[src/rtl/prog_mem_loader.sv]
// Byte-stream program-memory loader: parses a length-prefixed frame and emits 14-bit instruction writes.
// Optional trailing checksum byte is enabled by defining PROG_LOADER_CHECKSUM_EN.
module prog_mem_loader (
  input  logic        clk,
  input  logic        rst,
  input  logic        start,
  input  logic [7:0]  in_data,
  input  logic        in_valid,
  output logic        in_ready,
  output logic        wr_en,
  output logic [10:0] wr_addr,
  output logic [13:0] wr_data,
  output logic        cpu_hold,
  output logic        done,
  output logic        err
);

  typedef enum logic [2:0] {
    S_IDLE,
    S_LEN_HI,
    S_LEN_LO,
    S_DATA_HI,
    S_DATA_LO,
    S_CHK,
    S_DONE,
    S_ERR
  } state_t;

`ifdef PROG_LOADER_CHECKSUM_EN
  localparam state_t FINAL_STATE = S_CHK;
`else
  localparam state_t FINAL_STATE = S_DONE;
`endif

  state_t      state_reg;
  state_t      state_next;
  logic [7:0]  len_hi_reg;
  logic [11:0] count_reg;
  logic [11:0] idx_reg;
  logic [5:0]  hi_reg;
  logic        wr_en_reg;
  logic [10:0] wr_addr_reg;
  logic [13:0] wr_data_reg;
`ifdef PROG_LOADER_CHECKSUM_EN
  logic [7:0]  sum_reg;
`endif

  logic        accept;
  logic        can_start;
  logic [11:0] len_word;
  logic        last_word;

  assign in_ready  = (state_reg == S_LEN_HI) || (state_reg == S_LEN_LO) ||
                     (state_reg == S_DATA_HI) || (state_reg == S_DATA_LO) ||
                     (state_reg == S_CHK);
  assign accept    = in_ready && in_valid;
  assign can_start = (state_reg == S_IDLE) || (state_reg == S_DONE) || (state_reg == S_ERR);
  assign len_word  = {len_hi_reg[3:0], in_data};
  assign last_word = ((idx_reg + 12'd1) == count_reg);

  // rst gates the strobe combinationally so a write already registered is never seen.
  assign wr_en    = wr_en_reg & ~rst;
  assign wr_addr  = wr_addr_reg;
  assign wr_data  = wr_data_reg;
  assign done     = (state_reg == S_DONE);
  assign err      = (state_reg == S_ERR);
  assign cpu_hold = !((state_reg == S_IDLE) || (state_reg == S_DONE));

  always_ff @(posedge clk) begin
    if (rst) begin
      state_reg <= S_IDLE;
    end else begin
      state_reg <= state_next;
    end
  end

  always_comb begin
    state_next = state_reg;
    case (state_reg)
      S_IDLE, S_DONE, S_ERR: begin
        if (start) state_next = S_LEN_HI;
      end
      S_LEN_HI: begin
        if (accept) state_next = S_LEN_LO;
      end
      S_LEN_LO: begin
        if (accept) begin
          if ((len_hi_reg[7:4] != 4'd0) || (len_word > 12'd2048)) state_next = S_ERR;
          else if (len_word == 12'd0)                              state_next = FINAL_STATE;
          else                                                     state_next = S_DATA_HI;
        end
      end
      S_DATA_HI: begin
        if (accept) state_next = (in_data[7:6] != 2'd0) ? S_ERR : S_DATA_LO;
      end
      S_DATA_LO: begin
        if (accept) state_next = last_word ? FINAL_STATE : S_DATA_HI;
      end
      S_CHK: begin
`ifdef PROG_LOADER_CHECKSUM_EN
        if (accept) state_next = (in_data == sum_reg) ? S_DONE : S_ERR;
`else
        state_next = S_IDLE;
`endif
      end
      default: state_next = S_IDLE;
    endcase
  end

  always_ff @(posedge clk) begin
    if (rst) begin
      len_hi_reg  <= 8'd0;
      count_reg   <= 12'd0;
      idx_reg     <= 12'd0;
      hi_reg      <= 6'd0;
      wr_en_reg   <= 1'b0;
      wr_addr_reg <= 11'd0;
      wr_data_reg <= 14'd0;
`ifdef PROG_LOADER_CHECKSUM_EN
      sum_reg     <= 8'd0;
`endif
    end else begin
      wr_en_reg <= 1'b0;
      if (can_start && start) begin
        idx_reg <= 12'd0;
`ifdef PROG_LOADER_CHECKSUM_EN
        sum_reg <= 8'd0;
`endif
      end
      if (accept) begin
`ifdef PROG_LOADER_CHECKSUM_EN
        sum_reg <= sum_reg + in_data;
`endif
        case (state_reg)
          S_LEN_HI:  len_hi_reg <= in_data;
          S_LEN_LO:  count_reg  <= len_word;
          S_DATA_HI: hi_reg     <= in_data[5:0];
          S_DATA_LO: begin
            // A word is only committed once both halves are in; errors occur before this point.
            wr_en_reg   <= 1'b1;
            wr_addr_reg <= idx_reg[10:0];
            wr_data_reg <= {hi_reg, in_data};
            idx_reg     <= idx_reg + 12'd1;
          end
          default: ;
        endcase
      end
    end
  end

endmodule

[config.mk]
export PLATFORM = sky130hd
export DESIGN_NAME = prog_mem_loader
export DESIGN_NICKNAME = d
export VERILOG_FILES = /design/src/rtl/prog_mem_loader.sv
export SDC_FILE = /design/constraint.sdc
export NUM_CORES = 1
export LEC_CHECK = 0
export CAP_MARGIN = 10
export CORE_MARGIN = 3
export CORE_UTILIZATION = 59
export DETAILED_ROUTE_END_ITERATION = 7
export PLACE_DENSITY = 0.85
export SYNTH_ARGS = -nofsm -noshare
export SYNTH_HDL_FRONTEND = slang
export SYNTH_SLANG_ARGS = --single-unit
[constraint.sdc]
create_clock -name clk -period 3.21 [get_ports clk]
set_input_delay 0.642 -clock clk [delete_from_list [all_inputs] [get_ports clk]]
set_output_delay 0.642 -clock clk [all_outputs]
set_load 0.05 [all_outputs]
======== Word level (Yosys, flattened, before mapping) ========
Cells that the tools add are included.
cells by class
  $add $sub $neg .......................... 1
  multiply operators ...................... 0
  divide/modulo/power cells ............... 0
  $lt $le $gt $ge ......................... 1
  eq/ne operators ......................... 13
  shift-type cells ........................ 0
  muxes and demuxes ....................... 14
  bitwise logic cells ..................... 3
  reduce and logical (&&, ||, !) cells .... 21
operator list
  kind                   count
  $mux 12                3
  $mux 3                 8
  $pmux 3 s6             1
  $add 12x1->12 const B  1
  $eq 12x12->1           1
  $eq 3x3->1 const B     4
  $gt 12x12->1 const B   1
  $logic_not 12->1       1
  $ne 2x2->1 const B     5
  $reduce_and 2->1       4
  $logic_or 1x1->1       7
  $eq 3x2->1 const B     2
  $reduce_and 5->1       1
  $reduce_bool 4->1      1
  $eq 3x1->1 const B     1
  $logic_not 3->1        1
  $reduce_or 3->1        1
  $logic_and 1x1->1      2
  $mux 2                 1
  $not 1->1              2
  $reduce_bool 2->1      1
  $reduce_or 2->1        1
  $and 1x1->1            1
  $logic_not 1->1        1
  $mux 1                 1
word-level totals
  register bits ........................... 67
  bits in latches ......................... 0
  memory bits (writable) .................. 0
  ROM bits ................................ 0
  input port bits ......................... 12
  logic and storage cells ................. 61
  memories kept ........................... 0

======== Logic depth before layout (Yosys ltp) ========
Gate-level depths: netlist of the first run.
  depth after elaboration ................. 8
  gate-level depth with buffers ........... 8
  gate-level depth less buffers ........... 7

======== Worst setup path after synthesis of the first run ========
No wires, ideal clock.
  path kind ............................... input-to-output
  start ................................... input rst
  end ..................................... output wr_en
  data arrival time ....................... 1,528 ps
  required time ........................... 2,568 ps
  path slack .............................. 1,040 ps
  cell stages on the path ................. 2
  path buffers ............................ 1
  path through ............................ clkbuf_1 > nor2b_1
between the ends
  cells in the longest elaborated chain, start to end .. 2
ends and longest elaborated chain
  item                RTL line  source
  start: declaration  5         input logic rst,
  $not 1->1           62        assign wr_en = wr_en_reg & ~rst;
  $and 1x1->1         62
  end: declaration    10        output logic wr_en,
No other way between the ends.

======== Worst setup path in the final report of the first run ========
  start ................................... register state_reg[0]
  end ..................................... output in_ready
between the ends
  cells in the longest elaborated chain, start to end .. 5
ends and longest elaborated chain
  item                                             RTL line  source
  start: declaration                               35        state_t state_reg;
  start signal: assignment                         73        state_reg <= state_next;
  $eq 3x1->1 / $eq 3x2->1 (equally long branches)  53        assign in_ready = (state_reg == S_LEN_HI) || (state_reg == S_LEN_LO) ||
  $logic_or 1x1->1 (2 in a row)                    53
  $logic_or 1x1->1                                 54        (state_reg == S_DATA_HI) || (state_reg == S_DATA_LO) ||
  $logic_or 1x1->1 (*)                             54
  end: declaration                                 9         output logic in_ready,
Every way passes the cells marked *; elsewhere a longest branch is shown, timed or not.

==> results of run 1 <==
==> Yosys cell counts, types with 3 or more instances <==
cell,count,area share
o22ai_1,3,0.0061
a211oi_1,3,0.0073
nor4_1,3,0.0061
buf_4,3,0.0073
mux2i_1,6,0.019
o211ai_1,3,0.0073
xnor2_1,15,0.043
a21oi_1,55,0.089
dfxtp_1,67,0.44
o21ai_0,18,0.029
nor2b_1,4,0.0081
clkbuf_1,17,0.021
buf_2,7,0.011
o31ai_1,4,0.0097
xor2_1,7,0.020
nand2_1,105,0.13
nand4_1,4,0.0081
nor3_1,5,0.0081
nor2_1,19,0.023
inv_1,3,0.0037
nand3_1,5,0.0081
==> final timing paths <==
path,from,to,slack [ns],cells after the start
hold reg to reg,wr_addr[2],wr_addr[2],0.45,2
setup / recovery,state_reg[0],in_ready,0.45,4
hold / removal,wr_addr[2],wr_addr[2],0.45,2
setup reg to reg,idx_reg[0],state_reg[0],0.84,7
==> through the flow <==
stage	utilization	power, uW	std cells
floorplan	-	980	391
global placement	0.707	1030	473
detailed placement	0.707	1030	473
CTS	0.746	1710	489
global route	0.746	1770	489
finish	0.746	1710	489
==> where the power goes <==
group / switching [uW] / internal [uW]
Clock: 319 / 376
Combinational: 94.6 / 56.3
Sequential: 21.4 / 845
Total: 435 / 1280
==> logic make-up after synthesis <==
family	count (synthesis)	share of synthesized area
AO/OA/AOI/OAI	98	0.185
XOR/XNOR	22	0.0626
adder cells (fa/ha/maj)	1	0.00406
buffers and inverters	33	0.0528
flip-flops	67	0.435
multiplexers	6	0.0195
AND/OR/NAND/NOR	164	0.240
==> layer usage <==
metal	global-route usage	vias up	share of wire
met1	0.311	1289	0.42
met3	0.0573	17	0.062
met4	0.124	0	0.023
met2	0.435	115	0.49
met5	0	-	0
li1	-	1383	-
==> critical path, stage by stage, from the launching register on <==
cell and delay [ns]:
dfxtp_1 0.63, or3_1 0.18, nand2_1 0.10, inv_1 0.07
clkdlybuf4s50_1 0.79
==> cell type report <==
class,instances,area [sq um],area share
Inverter,3,11.3,0.00309
Multi-Input combinational cell,291,1580,0.433
Sequential cell,67,1340,0.368
Tap cell,67,83.8,0.0230
Clock inverter,5,52.6,0.0144
Clock buffer,11,141,0.0388
Timing Repair Buffer,45,435,0.120
==> impl_metrics.csv, run 1 <==
group,metric,value,unit
timing,setup_viol,0,
timing,worst_clock_skew,0.00814,ns
placement,dp_hpwl,4900,um
clock_network,cts_htree_levels,3,
logic_synthesis,netlist_instances,391,
clock_network,hold_buffers,0,
clock_network,cts.path.max_buffers,2,
job,cap_violations,0,
route,detail_route.wl_per_cell,15.0,um
timing,relSlewSlack,0.573,
power_and_ir_drop,p_leak,0.00126,uW
timing,hold-worst-slack,0.454,ns
die,rows,25,
timing,slew_violations,0,
power_and_ir_drop,ir_drop,0.466,mV
setup_path,critPathKind,"reg2out",
hold_path,min_path_type,"reg2reg",
global_routing,grt_usage,0.258,
setup_path,cp-start-kind,"flip-flop",
timing,period_needed,2.76,ns
setup_path,arrival,2.12,ns
logic_synthesis,synth_edf_count,0,
clock_network,ctsResizeCount,0,
timing,max_slew.worst_pin.slew,0.638,ns
logic_synthesis,synth_flop_cell,"dfxtp_1",
placement,place_congestion,0.883,
global_routing,grt_start_max_net_pins,58,
placement,preCtsSetupSlack,0.727,ns
global_routing,first_global_vias,2600,
logic_synthesis,yosysUniqueCellTypes,50,
timing,worst_slack,0.445,ns
logic_synthesis,yosysSeqAreaShare,0.435,
route,viasPerCell,5.73,
timing,hold_viol,0,
clock_network,post-cts-setup-buffers,0,
clock_network,numCtsBuffers,9,
die,fp.dieArea,0.00612,sq mm
timing,tns,0,ns
timing,rsz0062_at_grt,"false",
clock_network,clk_pin_slew,0.07,ns
route,vias,2804,
route,drc,0,
final_layout,layout_commonest_cell,"nand2_1",
route,drt_iter0_markers,200,
die,dieWidth,78.3,um
die,coreArea,0.00488,sq mm
route,wl,7310,um
final_layout,n_antenna_cell,0,
clock_network,clock_latency,0.34,ns
die,io_pins,42,
power_and_ir_drop,powerDensity,470,mW/mm^2
final_layout,nFillCells,395,
global_routing,overflow,0,
die,start_util,0.631,
setup_path,required,2.57,ns
logic_synthesis,async_flop_share,0,
logic_synthesis,netlist_area,0.00308,sq mm
global_routing,grt_pass1_wl,12300,um
die,die_h,78.3,um
final_layout,largest_reg_flops,14,
global_routing,antenna_found_initial,0,
clock_network,root_buffer,"clkbuf_8",
final_layout,design_area,0.00364,sq mm
logic_synthesis,ys_ff_latch,67,
timing,fmax,362,MHz
placement,io_buffers,41,
clock_network,cts_tree,"yes",
route,dr.pass1.iters,5,
final_layout,area_growth,18.2,%
placement,placed_area,0.00345,sq mm
logic_synthesis,syn-num-nets,404,
final_layout,finalNetCount,430,
timing,post-route-period-util,0.861,
logic_synthesis,yosys_warnings,0,
route,drtAntennaViolNets,0,
final_layout,mostFrequentLayoutCells,"105 x nand2_1, 67 x dfxtp_1, 55 x a21oi_1",
logic_synthesis,synth.avg_cell_area,7.88,sq um
setup_path,path_max_fanout,16,
run_status,outcome,"finished clean",
setup_path,end_kind,"primary output",
final_layout,drive_gt1_frac,0.0592,
clock_network,numClockSinks,67,
(Power assumes the default switching activity.)
==> inputs of run 2 (changes only) <==
Settings changed: CELL_PAD_IN_SITES_DETAIL_PLACEMENT set to 0, CELL_PAD_IN_SITES_GLOBAL_PLACEMENT set to 1, CORE_UTILIZATION 59 to 36, PLACE_DENSITY 0.85 to unset, PLACE_DENSITY_LB_ADDON set to 0.1.
Clock period 3.21 ns to 2.23 ns, I/O delays scaled along.
==> impl_metrics.csv, run 2 (synthesis gave the netlist of run 1 again) <==
group,metric,value,unit
run_status,outcome,"finished clean",
global_routing,overflow,0,
placement,dp_hpwl,5980,um
setup_path,critPathKind,"reg2out",
job,cap_violations,0,
timing,max_slew.worst_pin.slew,0.586,ns
global_routing,grt_usage,0.178,
global_routing,grt_start_max_net_pins,56,
die,io_pins,42,
route,drt_iter0_markers,103,
setup_path,arrival,1.51,ns
timing,relSlewSlack,0.609,
timing,fmax,512,MHz
setup_path,cp.depth,1,
setup_path,rr_endpoint,"state_reg[2]",
die,rows,33,
clock_network,numClockSinks,67,
timing,slew_violations,0,
timing,worst_clock_skew,0.0113,ns
die,fp.dieArea,0.00970,sq mm
final_layout,finalNetCount,461,
route,drtAntennaViolNets,0,
final_layout,n_antenna_cell,0,
timing,period_needed,1.95,ns
placement,place_congestion,0.854,
setup_path,max_stage_delay,0.82,ns
final_layout,drive_gt1_frac,0.135,
die,die_h,98.5,um
clock_network,cts.path.max_buffers,2,
placement,io_buffers,41,
power_and_ir_drop,p_leak,0.00145,uW
setup_path,cp_cell_sequence,"clkdlybuf4s50_1",
setup_path,required,1.78,ns
setup_path,r2r_setup_slack,0.33,ns
timing,tns,0,ns
die,dieWidth,98.5,um
route,drc,0,
hold_path,worstHoldStart,"wr_addr[7]",
clock_network,clock_latency,0.34,ns
power_and_ir_drop,ir_drop,0.392,mV
clock_network,clk_pin_slew,0.08,ns
clock_network,numCtsBuffers,9,
clock_network,cts_htree_levels,3,
timing,setup_viol,0,
clock_network,cts_tree,"yes",
route,detail_route.wl_per_cell,14.8,um
power_and_ir_drop,comb_power_share,0.096,
hold_path,min_path_type,"reg2reg",
die,start_util,0.373,
clock_network,root_buffer,"clkbuf_8",
route,wl,8270,um
setup_path,critical-path-top-delay-family,"buffers and inverters",
route,vias,2853,
final_layout,area_growth,29.3,%
setup_path,crit_slowest_cell,"clkdlybuf4s50_1",
setup_path,path_max_fanout,2,
setup_path,critPathBufInv,1,
setup_path,cp-start-kind,"flip-flop",
timing,hold_viol,0,
power_and_ir_drop,clkPwrFrac,0.450,
clock_network,post-cts-setup-buffers,0,
hold_path,hold_depth,2,
setup_path,rr_startpoint,"idx_reg[1]",
final_layout,mostFrequentLayoutCells,"105 x nand2_1, 67 x dfxtp_1, 55 x a21oi_1",
timing,rsz0062_at_grt,"false",
setup_path,rr_worst_depth,8,
global_routing,grt_pass1_wl,14000,um
global_routing,first_global_vias,2776,
power_and_ir_drop,powerDensity,685,mW/mm^2
route,dr.pass1.iters,4,
power_and_ir_drop,swShare,0.242,
hold_path,hold_path_end,"wr_addr[7]",
final_layout,largest_reg_flops,14,
timing,hold-worst-slack,0.454,ns
power_and_ir_drop,p_int,2070,uW
power_and_ir_drop,switchingPower,659,uW
clock_network,hold_buffers,0,
power_and_ir_drop,seq_power_share,0.454,
setup_path,end_kind,"primary output",
route,viasPerCell,5.11,
die,coreArea,0.00826,sq mm
final_layout,layout_commonest_cell,"nand2_1",
global_routing,antenna_found_initial,0,
timing,post-route-period-util,0.876,
clock_network,ctsResizeCount,0,
## run 2: cell count changes in the layout (fill, tap and decap cells not counted)
cell and change:
buf_12 +2, clkinv_2 -3, clkinv_4 +1, clkbuf_8 -1
bufinv_16 +2, clkinvlp_4 +1, clkdlybuf4s50_1 -5, buf_4 +34
## run 2: through the flow
stage	total power, uW	instance area [sq um]	worst slack (ns)	std cells	util
after global placement	1530	3740	0.159	542	0.453
after floorplan	1410	3080	0.291	391	-
final	2730	3980	0.277	558	0.482
after global routing	2840	3980	0.165	558	0.482
after CTS	2760	3980	0.241	558	0.482
after detailed placement	1530	3740	0.0942	542	0.453
## run 2: power by group through the flow
| stage | logic (uW) | clock network [uW] | registers [uW] |
|---|---|---|---|
| 2_1_floorplan | 151 | 0 | 1260 |
| 3_3_place_gp | 265 | 0 | 1270 |
| 3_5_place_dp | 265 | 0 | 1270 |
| 4_1_cts | 266 | 1260 | 1240 |
| 5_1_grt | 289 | 1310 | 1240 |
| 6_report | 262 | 1230 | 1240 |
## run 2: per-layer routing
| metal | wire (um) | part of all wire | GRT usage |
|---|---|---|---|
| met3 | 298 | 0.036 | 0.0439 |
| met5 | 0 | 0 | 0 |
| met1 | 3890 | 0.47 | 0.226 |
| met4 | 110 | 0.013 | 0.0515 |
| met2 | 3980 | 0.48 | 0.300 |
## run 2: worst min-delay path: cells and delay by family, from the launching register on
kind             cells  cell delay [ns]
AO/OA/AOI/OAI        1             0.05
AND/OR/NAND/NOR      1             0.05
flip-flops           1             0.31
## run 2: worst max path at each step
stage,start,to,slack [ns]
6_report,wr_addr[10],wr_addr[10],0.28
5_1_grt,state_reg[0],in_ready,0.17
4_1_cts,wr_addr[10],wr_addr[10],0.24
3_5_place_dp,in_data[0],state_reg[0],0.09
3_3_place_gp,in_data[4],state_reg[0],0.16
2_1_floorplan,idx_reg[1],state_reg[0],0.29
## run 2: cell type report
| type | count | area (sq um) |
|---|---|---|
| Fill cell | 857 | 4280 |
| Clock buffer | 10 | 128 |
| Inverter | 3 | 11.3 |
| Sequential cell | 67 | 1340 |
| Multi-Input combinational cell | 291 | 1580 |
| Timing Repair Buffer | 76 | 681 |
| Clock inverter | 6 | 114 |
| Tap cell | 105 | 131 |
==> inputs of run 3 (changes only) <==
Settings changed: CORE_UTILIZATION 36 to 40.
Clock period 2.23 ns to 2 ns, I/O delays scaled along.
==> impl_metrics.csv, run 3 (synthesis gave the netlist of run 1 again) <==
group,metric,value,unit
global_routing,grt_use_met3,0.0425,
global_routing,antenna_found_initial,0,
power_and_ir_drop,powerDensity,693,mW/mm^2
clock_network,clk_pin_slew,0.08,ns
power_and_ir_drop,p_leak,0.00147,uW
route,drt_iter0_markers,168,
final_layout,final_cells,558,
global_routing,grt_start_max_net_pins,37,
global_routing,first_global_vias,2770,
die,coreArea,0.00737,sq mm
timing,max_slew.worst_pin.slew,0.520,ns
clock_network,cts_htree_levels,3,
timing,fmax,519,MHz
timing,rsz0062_at_grt,"false",
global_routing,met1_usage,0.241,
die,die_h,93.8,um
clock_network,hold_buffers,0,
die,io_pins,42,
placement,preCtsSetupSlack,-0.136,ns
setup_path,r2r_setup_slack,0.09,ns
setup_path,rr_startpoint,"idx_reg[0]",
setup_path,arrival,1.53,ns
clock_network,numCtsBuffers,9,
final_layout,mostFrequentLayoutCells,"105 x nand2_1, 64 x dfxtp_1, 55 x a21oi_1",
final_layout,design_area,0.00400,sq mm
setup_path,cp_cell_sequence,"clkdlybuf4s50_1",
route,wl,8240,um
timing,setup_viol,0,
setup_path,max_stage_delay,0.82,ns
final_layout,fin_util,0.543,
setup_path,end_kind,"primary output",
clock_network,cts_tree,"yes",
hold_path,worstHoldStart,"wr_addr[1]",
clock_network,root_buffer,"clkbuf_8",
final_layout,drive_gt1_frac,0.159,
route,vias,2853,
die,rows,31,
clock_network,cts.path.max_buffers,2,
power_and_ir_drop,ir_drop,0.530,mV
setup_path,path_max_fanout,2,
run_status,outcome,"finished clean",
timing,hold_viol,0,
setup_path,rr_endpoint,"state_reg[0]",
final_layout,n_antenna_cell,0,
final_layout,largest_reg_flops,14,
placement,dp_hpwl,5990,um
hold_path,hold_path_end,"wr_addr[1]",
setup_path,critical-path-top-delay-family,"buffers and inverters",
timing,post-route-period-util,0.963,
clock_network,clock_latency,0.34,ns
route,drc,0,
route,viasPerCell,5.11,
placement,io_buffers,41,
setup_path,required,1.60,ns
final_layout,layout_commonest_cell,"nand2_1",
clock_network,numClockSinks,67,
route,detail_route.wl_per_cell,14.8,um
setup_path,critPathKind,"reg2out",
timing,worst_slack,0.0734,ns
route,drtAntennaViolNets,0,
hold_path,hold_depth,2,
global_routing,overflow,0,
placement,placed_cells,542,
setup_path,critPathBufInv,1,
timing,slew_violations,0,
clock_network,ctsResizeCount,0,
global_routing,busiest_layer,"met2",
clock_network,post-cts-setup-buffers,0,
job,cap_violations,0,
final_layout,finalNetCount,467,
die,dieWidth,93.8,um
die,fp.dieArea,0.00879,sq mm
final_layout,area_growth,29.9,%
timing,period_needed,1.93,ns
placement,place_congestion,0.863,
setup_path,cp-start-kind,"flip-flop",
setup_path,rr_worst_depth,7,
timing,worst_clock_skew,0.00957,ns
setup_path,crit_slowest_cell,"clkdlybuf4s50_1",
global_routing,grt_use_met2,0.339,
hold_path,min_path_type,"reg2reg",
timing,relSlewSlack,0.652,
placement,placed_area,0.00380,sq mm
global_routing,grt_usage,0.197,
power_and_ir_drop,power,2770,uW
route,dr.pass1.iters,4,
die,start_util,0.418,
global_routing,grt_pass1_wl,13500,um
[run 3: cell types whose count changed in the layout (fill, tap and decap cells not counted), moves of 3 or more]
cell / change
buf_4: +4
dfxtp_2: +3
dfxtp_1: -3
clkinv_2: +3
[run 3: metal layers]
| metal | vias to the layer above | wire, um |
|---|---|---|
| met1 | 1332 | 3750 |
| li1 | 1452 | - |
| met3 | 12 | 312 |
| met2 | 57 | 4040 |
| met4 | 0 | 138 |
| met5 | - | 0 |
[run 3: power breakdown]
group          total (uW)  switching [uW]  internal [uW]
Sequential           1380            22.3           1360
Clock                1080             507            572
Combinational         317             179            138
[run 3: how the worst max path moves through the flow]
stage	from	endpoint	slack (ns)	cells past startpoint
finish	wr_data[7]	wr_data[7]	0.07	1
global route	idx_reg[1]	state_reg[0]	0.02	7
CTS	idx_reg[0]	state_reg[0]	0.02	8
detailed placement	in_data[0]	state_reg[0]	-0.14	6
global placement	in_data[4]	state_reg[0]	-0.05	6
floorplan	idx_reg[1]	state_reg[0]	0.06	8
[run 3: final cells by class]
cell class                 instances  area (sq um)
clock buffer                      11           131
clock inverter                     5          53.8
fill                             736          3370
inverter                           3          11.3
multi-input combinational        291          1590
sequential                        67          1350
tap                               99           124
timing repair buffer              82           751
[run 3: metrics by stage]
step           TNS (ns)  hold WS, ns
6_report              0        0.453
3_3_place_gp    -0.0481        0.443
2_1_floorplan         0        0.432
3_5_place_dp     -0.221        0.445
5_1_grt               0        0.475
4_1_cts               0        0.456
[run 3: worst register-to-register path, cell delays in order, from the launching register on]
cell	delay, ns
dfxtp_2	0.36
ha_2	0.18
nand3_1	0.10
or2_4	0.26
xnor2_1	0.13
o32a_1	0.30
a211oi_2	0.32
a31oi_1	0.13
